==> src/rtl/calc_sequencer.sv <==
// -----------------------------------------------------------------------------
// calc_sequencer
//
// Multi-cycle controller for the calculator datapath. It steps operand entry
// into the 2-entry register file from a push button, launches one ALU
// operation per pass with a start/done handshake (so multi-cycle operations
// such as multiply fit), writes the result back into RF[0] so that the next
// operation can chain on it, and flags invalid modes and ALU timeouts.
//
// Parameters
//   TIMEOUT    maximum number of cycles spent in WAIT for alu_done (>= 2)
//
// Ports
//   CLK        in   system clock, all state changes on the rising edge
//   clear      in   synchronous active-high reset
//   next       in   raw step button (asynchronous level)
//   MS[2:0]    in   mode select: 001 add, 010 sub, 011 mul, 100 xor
//   alu_done   in   one-cycle pulse from the ALU, result valid
//   CS_out     out  current state encoding (LEDs)
//   WE         out  register file write enable (operand load)
//   W1         out  register file write address (0 -> RF[0], 1 -> RF[1])
//   RES_WE     out  write ALU result into RF[0]
//   MS_out     out  mode sent to the ALU
//   alu_start  out  one-cycle ALU launch pulse
//   Done_out   out  result valid for display
//   err        out  error indicator
// -----------------------------------------------------------------------------
module calc_sequencer #(
  parameter int TIMEOUT = 16
) (
  input  logic       CLK,
  input  logic       clear,
  input  logic       next,
  input  logic [2:0] MS,
  input  logic       alu_done,
  output logic [2:0] CS_out,
  output logic       WE,
  output logic       W1,
  output logic       RES_WE,
  output logic [2:0] MS_out,
  output logic       alu_start,
  output logic       Done_out,
  output logic       err
);

  localparam int CNT_W = $clog2(TIMEOUT + 1);

  // State codes are visible on the LEDs, so the encoding is fixed.
  typedef enum logic [2:0] {
    IDLE1 = 3'b000,
    LOAD1 = 3'b001,
    IDLE2 = 3'b010,
    LOAD2 = 3'b011,
    ISSUE = 3'b100,
    WAIT  = 3'b101,
    DONE  = 3'b110,
    ERR   = 3'b111
  } state_t;

  state_t           state_q;
  state_t           state_d;

  logic             s0;
  logic             s1;
  logic             prev;
  logic             next_rise;

  logic [2:0]       ms_q;
  logic             ms_valid;

  logic [CNT_W-1:0] wait_cnt;
  logic             timeout_hit;

  // ---------------------------------------------------------------------------
  // Button synchronizer and rising-edge detector. s0/s1 tame metastability on
  // the asynchronous level; prev holds the previous synchronized sample so a
  // held button produces exactly one next_rise.
  // ---------------------------------------------------------------------------
  // NOTE: every flop is written with <= so all registers update from the same
  // pre-edge values; blocking assignments here would collapse s0->s1->prev.
  always_ff @(posedge CLK) begin
    if (clear) begin
      s0   <= 1'b0;
      s1   <= 1'b0;
      prev <= 1'b0;
    end else begin
      s0   <= next;
      s1   <= s0;
      prev <= s1;
    end
  end

  assign next_rise = s1 & ~prev;

  // ---------------------------------------------------------------------------
  // Mode register: sampled on the edge leaving LOAD2, so the ALU sees a stable
  // mode for the whole ISSUE/WAIT/DONE pass even if the switches move.
  // ---------------------------------------------------------------------------
  always_ff @(posedge CLK) begin
    if (clear) begin
      ms_q <= 3'b000;
    end else if (state_q == LOAD2) begin
      ms_q <= MS;
    end
  end

  assign ms_valid = (ms_q >= 3'b001) && (ms_q <= 3'b100);

  // ---------------------------------------------------------------------------
  // WAIT cycle counter. It reads 0 in the first WAIT cycle and n-1 in the n-th,
  // so reaching TIMEOUT-1 without alu_done means the TIMEOUT-th cycle is
  // ending unanswered.
  // ---------------------------------------------------------------------------
  always_ff @(posedge CLK) begin
    if (clear) begin
      wait_cnt <= '0;
    end else if (state_q == ISSUE) begin
      wait_cnt <= '0;
    end else if (state_q == WAIT) begin
      wait_cnt <= wait_cnt + CNT_W'(1);
    end
  end

  assign timeout_hit = (wait_cnt == CNT_W'(TIMEOUT - 1));

  // ---------------------------------------------------------------------------
  // State register
  // ---------------------------------------------------------------------------
  always_ff @(posedge CLK) begin
    if (clear) begin
      state_q <= IDLE1;
    end else begin
      state_q <= state_d;
    end
  end

  // ---------------------------------------------------------------------------
  // Next-state logic. Button edges outside the waiting states are dropped
  // simply by not being looked at.
  // ---------------------------------------------------------------------------
  // NOTE: state_d gets a default before the case so no path leaves it
  // unassigned; otherwise synthesis would infer a latch.
  always_comb begin
    state_d = state_q;
    case (state_q)
      IDLE1: if (next_rise) state_d = LOAD1;
      LOAD1: state_d = IDLE2;
      IDLE2: if (next_rise) state_d = LOAD2;
      LOAD2: state_d = ISSUE;
      ISSUE: state_d = ms_valid ? WAIT : ERR;
      WAIT: begin
        // alu_done in the last allowed cycle still wins over the timeout.
        if (alu_done) begin
          state_d = DONE;
        end else if (timeout_hit) begin
          state_d = ERR;
        end
      end
      DONE:  if (next_rise) state_d = LOAD2;   // chain on the result in RF[0]
      ERR:   if (next_rise) state_d = IDLE1;
      default: state_d = IDLE1;
    endcase
  end

  // ---------------------------------------------------------------------------
  // Outputs: Moore-decoded from the state register, except RES_WE which must
  // fire in the same cycle as alu_done to catch the ALU result.
  // ---------------------------------------------------------------------------
  always_comb begin
    CS_out    = state_q;
    WE        = 1'b0;
    W1        = 1'b0;
    RES_WE    = 1'b0;
    MS_out    = 3'b000;
    alu_start = 1'b0;
    Done_out  = 1'b0;
    err       = 1'b0;
    case (state_q)
      LOAD1: WE = 1'b1;
      IDLE2: W1 = 1'b1;
      LOAD2: begin
        WE = 1'b1;
        W1 = 1'b1;
      end
      ISSUE: begin
        W1        = 1'b1;
        MS_out    = ms_q;
        alu_start = ms_valid;
      end
      WAIT: begin
        W1     = 1'b1;
        MS_out = ms_q;
        RES_WE = alu_done;
      end
      DONE: begin
        W1       = 1'b1;
        MS_out   = ms_q;
        Done_out = 1'b1;
      end
      ERR:     err = 1'b1;
      default: ;
    endcase
  end

endmodule

==> config.mk <==
export PLATFORM = sky130hd
export DESIGN_NAME = calc_sequencer
export DESIGN_NICKNAME = d
export VERILOG_FILES = /design/src/rtl/calc_sequencer.sv
export SDC_FILE = /design/constraint.sdc
export NUM_CORES = 1
export LEC_CHECK = 0
export ABC_AREA = 1
export BUFFER_PORTS_ARGS = -buffer_cell sky130_fd_sc_hd__clkbuf_2
export CAP_MARGIN = 20
export CORE_MARGIN = 5
export CORE_UTILIZATION = 44
export CTS_CLUSTER_SIZE = 24
export DETAILED_ROUTE_END_ITERATION = 16
export HOLD_SLACK_MARGIN = 0.02
export PLACE_DENSITY = 0.71
export SLEW_MARGIN = 20
export SYNTH_ARGS = -nofsm -noshare
export SYNTH_HDL_FRONTEND = slang
export SYNTH_SLANG_ARGS = --single-unit
==> constraint.sdc <==
create_clock -name CLK -period 1.3 [get_ports CLK]
set_clock_uncertainty 0.05 [all_clocks]
set_input_delay 0.065 -clock CLK [delete_from_list [all_inputs] [get_ports CLK]]
set_output_delay 0.065 -clock CLK [all_outputs]
set_load 0.02 [all_outputs]
Word level (Yosys, flattened, before mapping). Index checks and enable logic that the tools add are counted.

Bits of input ports: 7. Logic and storage cells: 45. Flip-flop bits (word level): 14. Output and inout bits: 12.

Reduce and logical (&&, ||, !) cells: 8. Mux-type cells: 14. Equal/unequal tests: 12. Bitwise operators: 2. Magnitude comparators: 2. $add $sub $neg: 1.

Operator list (count): one-hot mux 3 bit (7 select lines) (1); two-way mux 3 bit (6); == test 3 bit, second input constant (4); == test 3 x 2 -> 1 bit, second input constant (2); two-way mux 1 bit (6); OR reduction 2 bit (3); adder 5 x 1 -> 5 bit, second input constant (1); == test 5 x 4 -> 1 bit, second input constant (1); OR reduction 5 bit (1); inequality test 2 bit, second input constant (2); AND reduction 4 bit (1); == test 3 x 1 -> 1 bit, second input constant (1); greater-or-equal comparator 3 x 1 -> 1 bit, second input constant (1); less-or-equal comparator 3 bit, second input constant (1); logical NOT 3 bit (1); inequality test 3 bit, second input constant (1); OR reduction 3 bit (1); two-way mux 2 bit (1); inequality test 2 x 1 -> 1 bit, second input constant (1); AND 1 bit (1); logical AND 1 bit (1); NOT 1 bit (1).

Logic depth before layout (Yosys ltp). Gate-level depths: netlist of the first run.

Depth in word-level cells: 4. Mapped depth: 10. Depth with buffers taken out: 10.

Worst setup path after synthesis of the first run. No wires, ideal clock.

Kind: register to register. Start: register wait_cnt[0]. End: register state_q[1], in the netlist CS_out[1]. Required time: 1.138 ns. Path slack: -0.036 ns. Arrival time: 1.174 ns. Cell stages (with the launch flop): 11. Buffers on the path: 0. Cell sequence: dfxtp_1 ha_1 inv_1 nor3_1 ha_1 nor2_1 nand3_1 nand2_2 nand2_1 nand2_1 nor2_1.

Word-level cells in the longest chain between the ends: 3.

Ends and longest elaborated chain: from (decl) (RTL line 71) `logic [CNT_W-1:0] wait_cnt;`; from (signal assigned) (RTL line 120) `wait_cnt <= wait_cnt + CNT_W'(1);`; == test 5 x 4 -> 1 bit (RTL line 124) `assign timeout_hit = (wait_cnt == CNT_W'(TIMEOUT - 1));`; inequality test 3 bit (no line); AND reduction 4 bit (no line); to (signal assigned) (RTL line 133) `state_q <= state_d;`; to (decl) (RTL line 60) `state_t state_q;`.

No other way between the ends. A chain may end at the register's enable or synchronous reset.

Final worst setup path of the first run. Same ends and word-level chain as after synthesis.

==> impl_metrics.env, run 1 <==
export IMPL_cap_violations=0
export IMPL_holdPathEnd="ms_q[0]$_SDFFE_PP0P_"
export IMPL_hpwlAfterDp_um=1130
export IMPL_pre_cts_ws_ns=-0.0621
export IMPL_grt_pass1_vias=630
export IMPL_start_util=0.466
export IMPL_wire_per_inst_um=10.3
export IMPL_drtIter0Drc=7
export IMPL_setup_worst_path_start_class="flip-flop"
export IMPL_p_seq_frac=0.350
export IMPL_root_buffer="clkbuf_4"
export IMPL_grt_remaining_overflow=0
export IMPL_worstHoldStart="MS[0]"
export IMPL_antennaDiodeCount=0
export IMPL_drive_gt1_frac=0.447
export IMPL_h_tree_depth=1
export IMPL_hold_viol=0
export IMPL_postSynthCellCount=106
export IMPL_grtUsageMet2=0.188
export IMPL_grt_usage=0.131
export IMPL_nets=152
export IMPL_r2r_slack_ns=-0.006
export IMPL_fmax_mhz=766
export IMPL_regArea_um2=294
export IMPL_switching_share=0.436
export IMPL_vias_per_cell=4.68
export IMPL_finalSetupViolCount=1
export IMPL_grt_pass1_wl_um=2570
export IMPL_multi_input_area_um2=420
export IMPL_ir_worst_vdd_v=0.00112
export IMPL_worst_ep_arrival_time_ns=1.43
export IMPL_area_growth_pct=50.0
export IMPL_slew_limit_headroom=0.821
export IMPL_rsz0062_at_grt="yes"
export IMPL_core_um2=1520
export IMPL_insertion_delay_ns=0.27
export IMPL_use_met3=0.0385
export IMPL_top_usage_layer="met2"
export IMPL_whs_path_depth=3
export IMPL_whs_ns=0.0225
export IMPL_netlist_area_um2=711
export IMPL_clockBufferDepth=2
export IMPL_worstSetupPathType="flip-flop to flip-flop"
export IMPL_r2r_start="wait_cnt[0]$_SDFFE_PP0P_"
export IMPL_fill_cells=121
export IMPL_cp_required_ns=1.43
export IMPL_dr_pass1_iters=4
export IMPL_crit_path_end_kind="flip-flop"
export IMPL_fin_crit_ns=1.31
export IMPL_die_y_um=50.2
export IMPL_drt_total_wl_um=1620
export IMPL_total_leakage_power_uw=0.000511
export IMPL_num_io_pins=19
export IMPL_ff2ff_path_depth=10
export IMPL_postLayoutSetupSlackWorst_ns=-0.00578
export IMPL_powerDensity_nw_per_um2=1710
export IMPL_place_area_um2=865
export IMPL_clkSinkCount=14
export IMPL_final_area_um2=1070
export IMPL_p_int_uw=1020
export IMPL_finalMaxSlewViolations=0
export IMPL_grt_use_met1=0.178
export IMPL_combPwrFrac=0.517
export IMPL_regToRegEndpoint="CS_out[1]$_SDFFE_PP0P_"
export IMPL_die_w_um=50.2
export IMPL_yosysUniqueCellTypes=18
export IMPL_vias=735
export IMPL_path_max_fanout=3
export IMPL_gp_congestion=0.856
export IMPL_seq_area_frac_synth=0.394
export IMPL_grt_max_degree=10
export IMPL_violations="negative setup slack"
export IMPL_switchingPower_uw=793
export IMPL_yosys_warnings=0
export IMPL_final_cell_mix="16 x inv_1, 16 x buf_4, 15 x nand2_1"
export IMPL_cts_tree="yes"
export IMPL_worst_pin_slew_ns=0.268
export IMPL_syn_nets=115
export IMPL_status="finished with violations"
export IMPL_hp_class="primary input to flip-flop"
export IMPL_utilization=0.700
export IMPL_io_buffers=18
export IMPL_ant_nets=0
export IMPL_die_area_um2=2520
export IMPL_drc_errors=0
export IMPL_cts_buffers=3
export IMPL_clkPwrFrac=0.133
export IMPL_row_count=14
export IMPL_post_route_period_util=1.00
export IMPL_grt_antenna_before_repair=0
export IMPL_ys_ff_latch=14
export IMPL_clk_transition_reported_paths_ns=0.08
export IMPL_syn_avg_cell_area_um2=6.70
layer usage:
| metal | share of wire | up-vias | wire length [µm] |
|---|---|---|---|
| li1 | - | 400 | - |
| met1 | 0.45 | 318 | 735 |
| met2 | 0.48 | 15 | 777 |
| met3 | 0.057 | 2 | 93 |
| met4 | 0.0074 | 0 | 12 |
| met5 | 0 | - | 0 |
cells in the mapped netlist:
master	instances	area [µm²]
nor2_1	19	71.3
inv_1	17	63.8
nand2_1	17	63.8
dfxtp_1	14	280
a21oi_1	9	45.0
nand3_1	9	45.0
o21ai_0	6	30.0
inv_2	3	11.3
ha_1	2	25.0
nand2_2	2	12.5
buf_2	1	5.00
nand2_4	1	11.3
nand3_2	1	10.0
nor2_2	1	6.26
nor2_4	1	11.3
nor3_1	1	5.00
o21ai_1	1	5.00
xnor2_1	1	8.76
layout make-up:
cell class,count,share of cell area
inverter,20,0.0728
clock buffer,3,0.0211
sequential,14,0.276
multi-input combinational,71,0.394
tap,16,0.0188
timing repair buffer,33,0.217
how the worst max path moves through the flow:
stage	cells past startpoint	from	end
6_report	10	wait_cnt[0]$_SDFFE_PP0P_	CS_out[1]$_SDFFE_PP0P_
5_1_grt	10	wait_cnt[0]$_SDFFE_PP0P_	CS_out[2]$_SDFFE_PP0P_
4_1_cts	10	wait_cnt[0]$_SDFFE_PP0P_	CS_out[2]$_SDFFE_PP0P_
3_5_place_dp	9	wait_cnt[1]$_SDFFE_PP0P_	CS_out[1]$_SDFFE_PP0P_
3_3_place_gp	9	wait_cnt[1]$_SDFFE_PP0P_	CS_out[1]$_SDFFE_PP0P_
2_1_floorplan	9	wait_cnt[1]$_SDFFE_PP0P_	CS_out[1]$_SDFFE_PP0P_
power groups by stage:
stage | clock network (µW) | logic, µW | registers (µW)
after floorplan | 0 | 507 | 619
after global placement | 0 | 745 | 595
after detailed placement | 0 | 745 | 601
after CTS | 248 | 849 | 618
after global routing | 272 | 1050 | 650
final | 242 | 939 | 637
state kept, by name (all words and copies together), names as in the netlist:
| name | count |
|---|---|
| ms_q | 3 |
| CS_out | 3 |
| wait_cnt | 5 |
| s1 | 1 |
| s0 | 1 |
| prev | 1 |
metrics by stage:
stage | TNS (ns) | total power [µW] | cells
5_1_grt | -0.294 | 1970 | 157
4_1_cts | -0.0555 | 1720 | 157
3_3_place_gp | -0.0649 | 1340 | 144
6_report | -0.00578 | 1820 | 157
2_1_floorplan | 0 | 1130 | 106
3_5_place_dp | -0.110 | 1350 | 144
logic make-up after synthesis:
family,after synthesis,share of synthesized area
buffers and inverters,21,0.113
and+or+nand+nor,52,0.333
DFF,14,0.394
AOI/OAI and AO/OA,16,0.113
adders and majority gates,2,0.0352
xor gates and xnor gates,1,0.0123
worst max-delay path: stages (launching register included):
cell     delay, ns
dfxtp_2       0.34
ha_4          0.16
inv_2         0.05
nor3_2        0.03
ha_2          0.17
nor2_2        0.08
nand3_2       0.09
nand2_2       0.09
nand2_1       0.06
nand2_1       0.05
nor2_1        0.04
repair_timing:
action	4_1_cts	5_1_grt
gates resized for setup	12	26
setup endpoints to repair	9	9
hold buffers	4	0
hold endpoints to repair	4	0
setup buffers	6	0
pin swaps	7	7
No activity file was read; power rests on OpenSTA's default activity.
==> inputs of run 2 (changes only) <==
--- a/config.mk
+++ b/config.mk
@@ -5,10 +5,9 @@
 export SDC_FILE = /design/constraint.sdc
 export NUM_CORES = 1
 export LEC_CHECK = 0
-export ABC_AREA = 1
 export BUFFER_PORTS_ARGS = -buffer_cell sky130_fd_sc_hd__clkbuf_2
 export CAP_MARGIN = 20
-export CORE_MARGIN = 5
+export CORE_MARGIN = 2
 export CORE_UTILIZATION = 44
 export CTS_CLUSTER_SIZE = 24
 export DETAILED_ROUTE_END_ITERATION = 16
==> run 2 against run 1 <==
The run still ends with negative setup slack left. Synthesized area down 1.4%. Hold slack better by 0.066 ns. Clock power up 33%. Final area grew 13%. Die area is 23% lower. Register-to-register slack got worse by 0.16 ns.
==> impl_metrics.env, run 2 <==
export IMPL_switchingPower_uw=308
export IMPL_status="finished with violations"
export IMPL_critPathMaxStageDelay_ns=0.36
export IMPL_ir_worst_vdd_v=0.000643
export IMPL_fmax_mhz=683
export IMPL_top_register="wait_cnt"
export IMPL_start_util=0.465
export IMPL_clk_transition_reported_paths_ns=0.09
export IMPL_finalMaxSlewViolations=0
export IMPL_worst_ep_arrival_time_ns=1.59
export IMPL_seq_area_frac_synth=0.400
export IMPL_area_growth_pct=72.0
export IMPL_setup_worst_path_start_class="flip-flop"
export IMPL_clkSinkCount=14
export IMPL_layout_commonest_cell="buf_4"
export IMPL_grt_antenna_before_repair=0
export IMPL_drc_errors=0
export IMPL_startpoint="wait_cnt[0]$_SDFFE_PP0P_"
export IMPL_cp_required_ns=1.43
export IMPL_whs_ns=0.0883
export IMPL_io_buffers=18
export IMPL_ff2ff_path_depth=6
export IMPL_p_seq_frac=0.437
export IMPL_largest_reg_flops=5
export IMPL_r2r_start="wait_cnt[0]$_SDFFE_PP0P_"
export IMPL_vias=752
export IMPL_cp_num_buf_inv=0
export IMPL_root_buffer="clkbuf_4"
export IMPL_synth_most_common_cell="dfxtp_1"
export IMPL_powerDensity_nw_per_um2=868
export IMPL_worst_pin_slew_ns=0.352
export IMPL_place_area_um2=911
export IMPL_drive_gt1_frac=0.581
export IMPL_wire_per_inst_um=14.7
export IMPL_pre_cts_ws_ns=-0.122
export IMPL_synth_commonest_cells="14 x dfxtp_1, 9 x a21oi_1, 9 x nand2_1, 9 x nor2_1, 5 x and3_1"
export IMPL_grt_max_degree=15
export IMPL_final_area_um2=1200
export IMPL_ys_ff_latch=14
export IMPL_nets=134
export IMPL_crit_chain="ha_4, and3_4, ha_4, nor3_2, a21o_1, a2111oi_2"
export IMPL_slowest_stage="dfxtp_2"
export IMPL_async_flop_share=0
export IMPL_postSynthCellCount=84
export IMPL_cap_violations=0
export IMPL_grt_remaining_overflow=0
export IMPL_vias_per_cell=5.37
export IMPL_synthDominantCellAreaShare=0.400
export IMPL_violations="negative setup slack"
export IMPL_yosys_warnings=0
export IMPL_fin_tns_setup_ns=-0.382
export IMPL_die_w_um=43.9
export IMPL_combPwrFrac=0.255
export IMPL_post_route_period_util=1.13
export IMPL_critical_path_top_delay_family="compound AO/OA/AOI/OAI gates"
export IMPL_path_max_fanout=2
export IMPL_grt_pass1_wl_um=3260
export IMPL_hp_class="primary input to flip-flop"
export IMPL_synth_area_leaders="dfxtp_1 40%, a21oi_1 6.4%, nand2_1 4.8%, nor2_1 4.8%, and3_1 4.5%"
export IMPL_finalSetupViolCount=4
export IMPL_h_tree_depth=1
export IMPL_r2r_slack_ns=-0.16
export IMPL_switching_share=0.295
export IMPL_total_leakage_power_uw=0.000511
export IMPL_insertion_delay_ns=0.28
export IMPL_worstSetupPathDepth=6
export IMPL_syn_nets=93
export IMPL_p_int_uw=738
export IMPL_final_cell_mix="12 x buf_4, 10 x clkbuf_2, 9 x a21oi_1, 9 x buf_6, 8 x nand2_1"
export IMPL_synth_edf_count=0
export IMPL_worstSetupPathType="flip-flop to flip-flop"
export IMPL_synthFlopType="dfxtp_1"
export IMPL_num_io_pins=19
export IMPL_cts_tree="yes"
export IMPL_antennaDiodeCount=0
export IMPL_gp_congestion=0.777
export IMPL_cts_buffers=3
export IMPL_rsz0062_at_grt="yes"
export IMPL_row_count=14
export IMPL_crit_path_frequent_cell="ha_4"
export IMPL_hold_viol=0
export IMPL_clockBufferDepth=2
export IMPL_slew_limit_headroom=0.764
export IMPL_hpwlAfterDp_um=1140
export IMPL_synth_top_area_cell="dfxtp_1"
export IMPL_grt_usage=0.234
export IMPL_dr_pass1_iters=4
export IMPL_ant_nets=0
export IMPL_die_y_um=43.9
export IMPL_fin_total_pwr_uw=1050
export IMPL_clkPwrFrac=0.308
export IMPL_crit_path_end_kind="flip-flop"
export IMPL_fin_crit_ns=1.46
export IMPL_crit_end="CS_out[1]$_SDFFE_PP0P_"
export IMPL_postLayoutSetupSlackWorst_ns=-0.163
export IMPL_drtIter0Drc=9
export IMPL_yosysUniqueCellTypes=29
export IMPL_syn_avg_cell_area_um2=8.34
export IMPL_grt_pass1_vias=739
export IMPL_regToRegEndpoint="CS_out[1]$_SDFFE_PP0P_"
export IMPL_drt_total_wl_um=2060
export IMPL_netlist_area_um2=701
export IMPL_die_area_um2=1930
export IMPL_core_um2=1510
-- run 2: metal layers --
| metal | vias up | part of all wire | GRT usage |
|---|---|---|---|
| met5 | - | 0 | 0 |
| met4 | 0 | 0.0092 | 0.115 |
| met3 | 4 | 0.050 | 0.0583 |
| met2 | 29 | 0.51 | 0.385 |
| met1 | 351 | 0.43 | 0.282 |
| li1 | 368 | - | - |
-- run 2: layout make-up --
class	instances	area, µm²
clock buffer	4	36.3
fill	96	302
inverter	3	11.3
multi-input combinational	63	488
sequential	14	294
tap	16	20.0
timing repair buffer	40	355
-- run 2: metrics by stage --
step / util / std cells
finish: 0.800 / 140
CTS: 0.753 / 139
floorplan: - / 84
global placement: 0.605 / 126
detailed placement: 0.605 / 126
global route: 0.800 / 140
-- run 2: repair_timing --
item,in CTS,in global routing
hold buffers,4,0
cloned,0,0
setup buffers,5,2
endpoints found under the hold margin,4,0
resized for setup,25,23
pin swaps,7,7
setup endpoints to repair,10,12
-- run 2: worst min-delay path by stage --
stage	start	end	slack, ns	cells after the start
after floorplan	clear	CS_out[1]$_SDFFE_PP0P_	0.08	1
after global placement	MS[1]	ms_q[1]$_SDFFE_PP0P_	0.24	3
after detailed placement	next	s0$_SDFF_PP0_	0.24	2
after CTS	alu_done	CS_out[0]$_SDFFE_PP0P_	0.08	4
after global routing	clear	CS_out[2]$_SDFFE_PP0P_	0.12	2
final	clear	ms_q[1]$_SDFFE_PP0P_	0.09	2
-- run 2: power by group through the flow --
stage,Combinational [µW],Clock [µW],Sequential [µW]
after detailed placement,194,0,466
after global placement,193,0,466
final,267,322,457
after floorplan,111,0,481
after global routing,284,348,459
after CTS,242,331,457
-- run 2: kinds of logic (layout without fill, tap and decap cells) --
group                      count (synthesis)  in the layout  share of synthesized area
adders and majority gates                  2              2                     0.0357
AOI/OAI and AO/OA                         17             17                      0.152
xor gates and xnor gates                   1              1                     0.0125
buffers and inverters                      7             47                     0.0643
DFF                                       14             14                      0.400
and+or+nand+nor                           43             43                      0.336
==> inputs of run 3 (changes only) <==
--- a/config.mk
+++ b/config.mk
@@ -9,10 +9,11 @@
 export CAP_MARGIN = 20
 export CORE_MARGIN = 2
 export CORE_UTILIZATION = 44
+export CTS_BUF_LIST = sky130_fd_sc_hd__clkbuf_16
 export CTS_CLUSTER_SIZE = 24
 export DETAILED_ROUTE_END_ITERATION = 16
 export HOLD_SLACK_MARGIN = 0.02
-export PLACE_DENSITY = 0.71
+export PLACE_DENSITY_LB_ADDON = 0.08
 export SLEW_MARGIN = 20
 export SYNTH_ARGS = -nofsm -noshare
 export SYNTH_HDL_FRONTEND = slang
==> run 3 against run 2 <==
The flow still finishes with violations (negative setup slack). Largest cell class unchanged. Hold slack improved by 0.050 ns. Critical endpoint unchanged. Final cell count down 2.1%. Non-clock buffer count decreased by 3. Highest routed layer unchanged.
==> impl_metrics.env, run 3 (same netlist as run 2, synthesis figures left out) <==
export IMPL_grt_pass1_wl_um=2660
export IMPL_ant_nets=0
export IMPL_drtIter0Drc=19
export IMPL_grt_usage=0.188
export IMPL_r2r_start="wait_cnt[1]$_SDFFE_PP0P_"
export IMPL_r2r_slack_ns=-0.14
export IMPL_clkSinkCount=14
export IMPL_gp_congestion=0.787
export IMPL_drc_errors=0
export IMPL_row_count=14
export IMPL_die_y_um=43.9
export IMPL_root_buffer="clkbuf_16"
export IMPL_crit_end="CS_out[1]$_SDFFE_PP0P_"
export IMPL_die_area_um2=1930
export IMPL_cap_violations=0
export IMPL_top_register="wait_cnt"
export IMPL_utilization=0.754
export IMPL_worst_ep_arrival_time_ns=1.52
export IMPL_grt_max_degree=15
export IMPL_worstSetupPathType="flip-flop to flip-flop"
export IMPL_clockBufferDepth=2
export IMPL_die_w_um=43.9
export IMPL_wire_per_inst_um=12.2
export IMPL_critPathMaxStageDelay_ns=0.35
export IMPL_finalMaxSlewViolations=0
export IMPL_rsz0062_at_grt="yes"
export IMPL_ir_worst_vdd_v=0.00127
export IMPL_insertion_delay_ns=0.24
export IMPL_hpwlAfterDp_um=1150
export IMPL_whs_path_depth=2
export IMPL_grt_pass1_vias=644
export IMPL_io_buffers=18
export IMPL_worst_pin_slew_ns=0.361
export IMPL_worstHoldStart="clear"
export IMPL_hold_viol=0
export IMPL_drive_gt1_frac=0.512
export IMPL_status="finished with violations"
export IMPL_slew_limit_headroom=0.758
export IMPL_layout_commonest_cell="clkbuf_2"
export IMPL_num_io_pins=19
export IMPL_grt_antenna_before_repair=0
export IMPL_area_growth_pct=62.1
export IMPL_vias=722
export IMPL_final_area_um2=1140
export IMPL_cts_buffers=3
export IMPL_core_um2=1510
export IMPL_drt_total_wl_um=1670
export IMPL_powerDensity_nw_per_um2=1120
export IMPL_finalSetupViolCount=4
export IMPL_largest_reg_flops=5
export IMPL_crit_path_end_kind="flip-flop"
export IMPL_hp_class="primary input to flip-flop"
export IMPL_clk_transition_reported_paths_ns=0.04
export IMPL_antennaDiodeCount=0
export IMPL_path_max_fanout=2
export IMPL_startpoint="wait_cnt[1]$_SDFFE_PP0P_"
export IMPL_total_leakage_power_uw=0.000490
export IMPL_start_util=0.465
export IMPL_fin_crit_ns=1.44
export IMPL_postLayoutSetupSlackWorst_ns=-0.138
export IMPL_dr_pass1_iters=4
export IMPL_grt_remaining_overflow=0
export IMPL_nets=131
export IMPL_h_tree_depth=1
export IMPL_post_route_period_util=1.11
export IMPL_regToRegEndpoint="CS_out[1]$_SDFFE_PP0P_"
export IMPL_fin_tns_setup_ns=-0.313
export IMPL_place_area_um2=918
export IMPL_whs_ns=0.139
export IMPL_cp_required_ns=1.38
export IMPL_fmax_mhz=695
export IMPL_violations="negative setup slack"
export IMPL_cts_tree="yes"
export IMPL_crit_path_frequent_cell="ha_4"
export IMPL_ff2ff_path_depth=6
export IMPL_vias_per_cell=5.27
export IMPL_crit_chain="ha_4, and3_4, ha_4, nor3_2, a21o_1, a2111oi_2"
export IMPL_final_cell_mix="15 x clkbuf_2, 11 x buf_4, 9 x dfxtp_1"
export IMPL_setup_worst_path_start_class="flip-flop"
export IMPL_slowest_stage="dfxtp_2"
-- run 3: cell types whose count changed in the layout (fill, tap and decap cells not counted), moves of 3 or more --
cell	before	now
clkbuf_16	0	3
and3_1	1	4
and3_4	5	1
clkbuf_2	10	15
clkbuf_4	3	0
-- run 3: worst max-delay path: cells and delay by family (launching register included) --
kind | cells | cell delay (ns)
adders and majority gates | 2 | 0.26
and+or+nand+nor | 2 | 0.24
AOI/OAI and AO/OA | 2 | 0.43
DFF | 1 | 0.35
-- run 3: worst min-delay path by stage --
stage / endpoint / slack (ns)
floorplan: CS_out[1]$_SDFFE_PP0P_ / 0.08
global placement: s0$_SDFF_PP0_ / 0.24
detailed placement: s0$_SDFF_PP0_ / 0.24
CTS: CS_out[2]$_SDFFE_PP0P_ / 0.14
global route: wait_cnt[4]$_SDFFE_PP0P_ / 0.16
finish: wait_cnt[4]$_SDFFE_PP0P_ / 0.14
-- run 3: what timing repair did --
action,in CTS,in global routing
gates resized for setup,7,19
cloned,0,0
hold buffers,4,0
setup buffers,0,2
pin swaps,0,2
setup endpoints to repair,5,12
endpoints found under the hold margin,4,0
-- run 3: final cells by class --
class	count	area, µm²
clock buffers	3	75.1
clock inverters	1	3.75
fillers	110	370
inverters	3	11.3
multi-input cells	63	458
flip-flops and latches	14	292
well taps	16	20.0
repair buffers	37	277
-- run 3: where the power goes --
| part | internal, µW | total [µW] | switching, µW | leakage, µW |
|---|---|---|---|---|
| logic | 111 | 232 | 121 | 0.000335 |
| clock network | 406 | 573 | 167 | 0.0000385 |
| registers | 446 | 463 | 17.0 | 0.000117 |
| total | 963 | 1270 | 305 | 0.000490 |
-- run 3: routing by layer --
layer,part of all wire,track usage
met1,0.48,0.228
met2,0.46,0.297
met3,0.044,0.0500
met4,0.019,0.109
met5,0,0
-- run 3: metrics by stage --
| step | worst slack (ns) | std cells | power, µW |
|---|---|---|---|
| CTS | -0.143 | 135 | 1260 |
| global placement | -0.0895 | 127 | 664 |
| finish | -0.138 | 137 | 1270 |
| global route | -0.209 | 137 | 1330 |
| detailed placement | -0.143 | 127 | 665 |
| floorplan | -0.0811 | 84 | 592 |
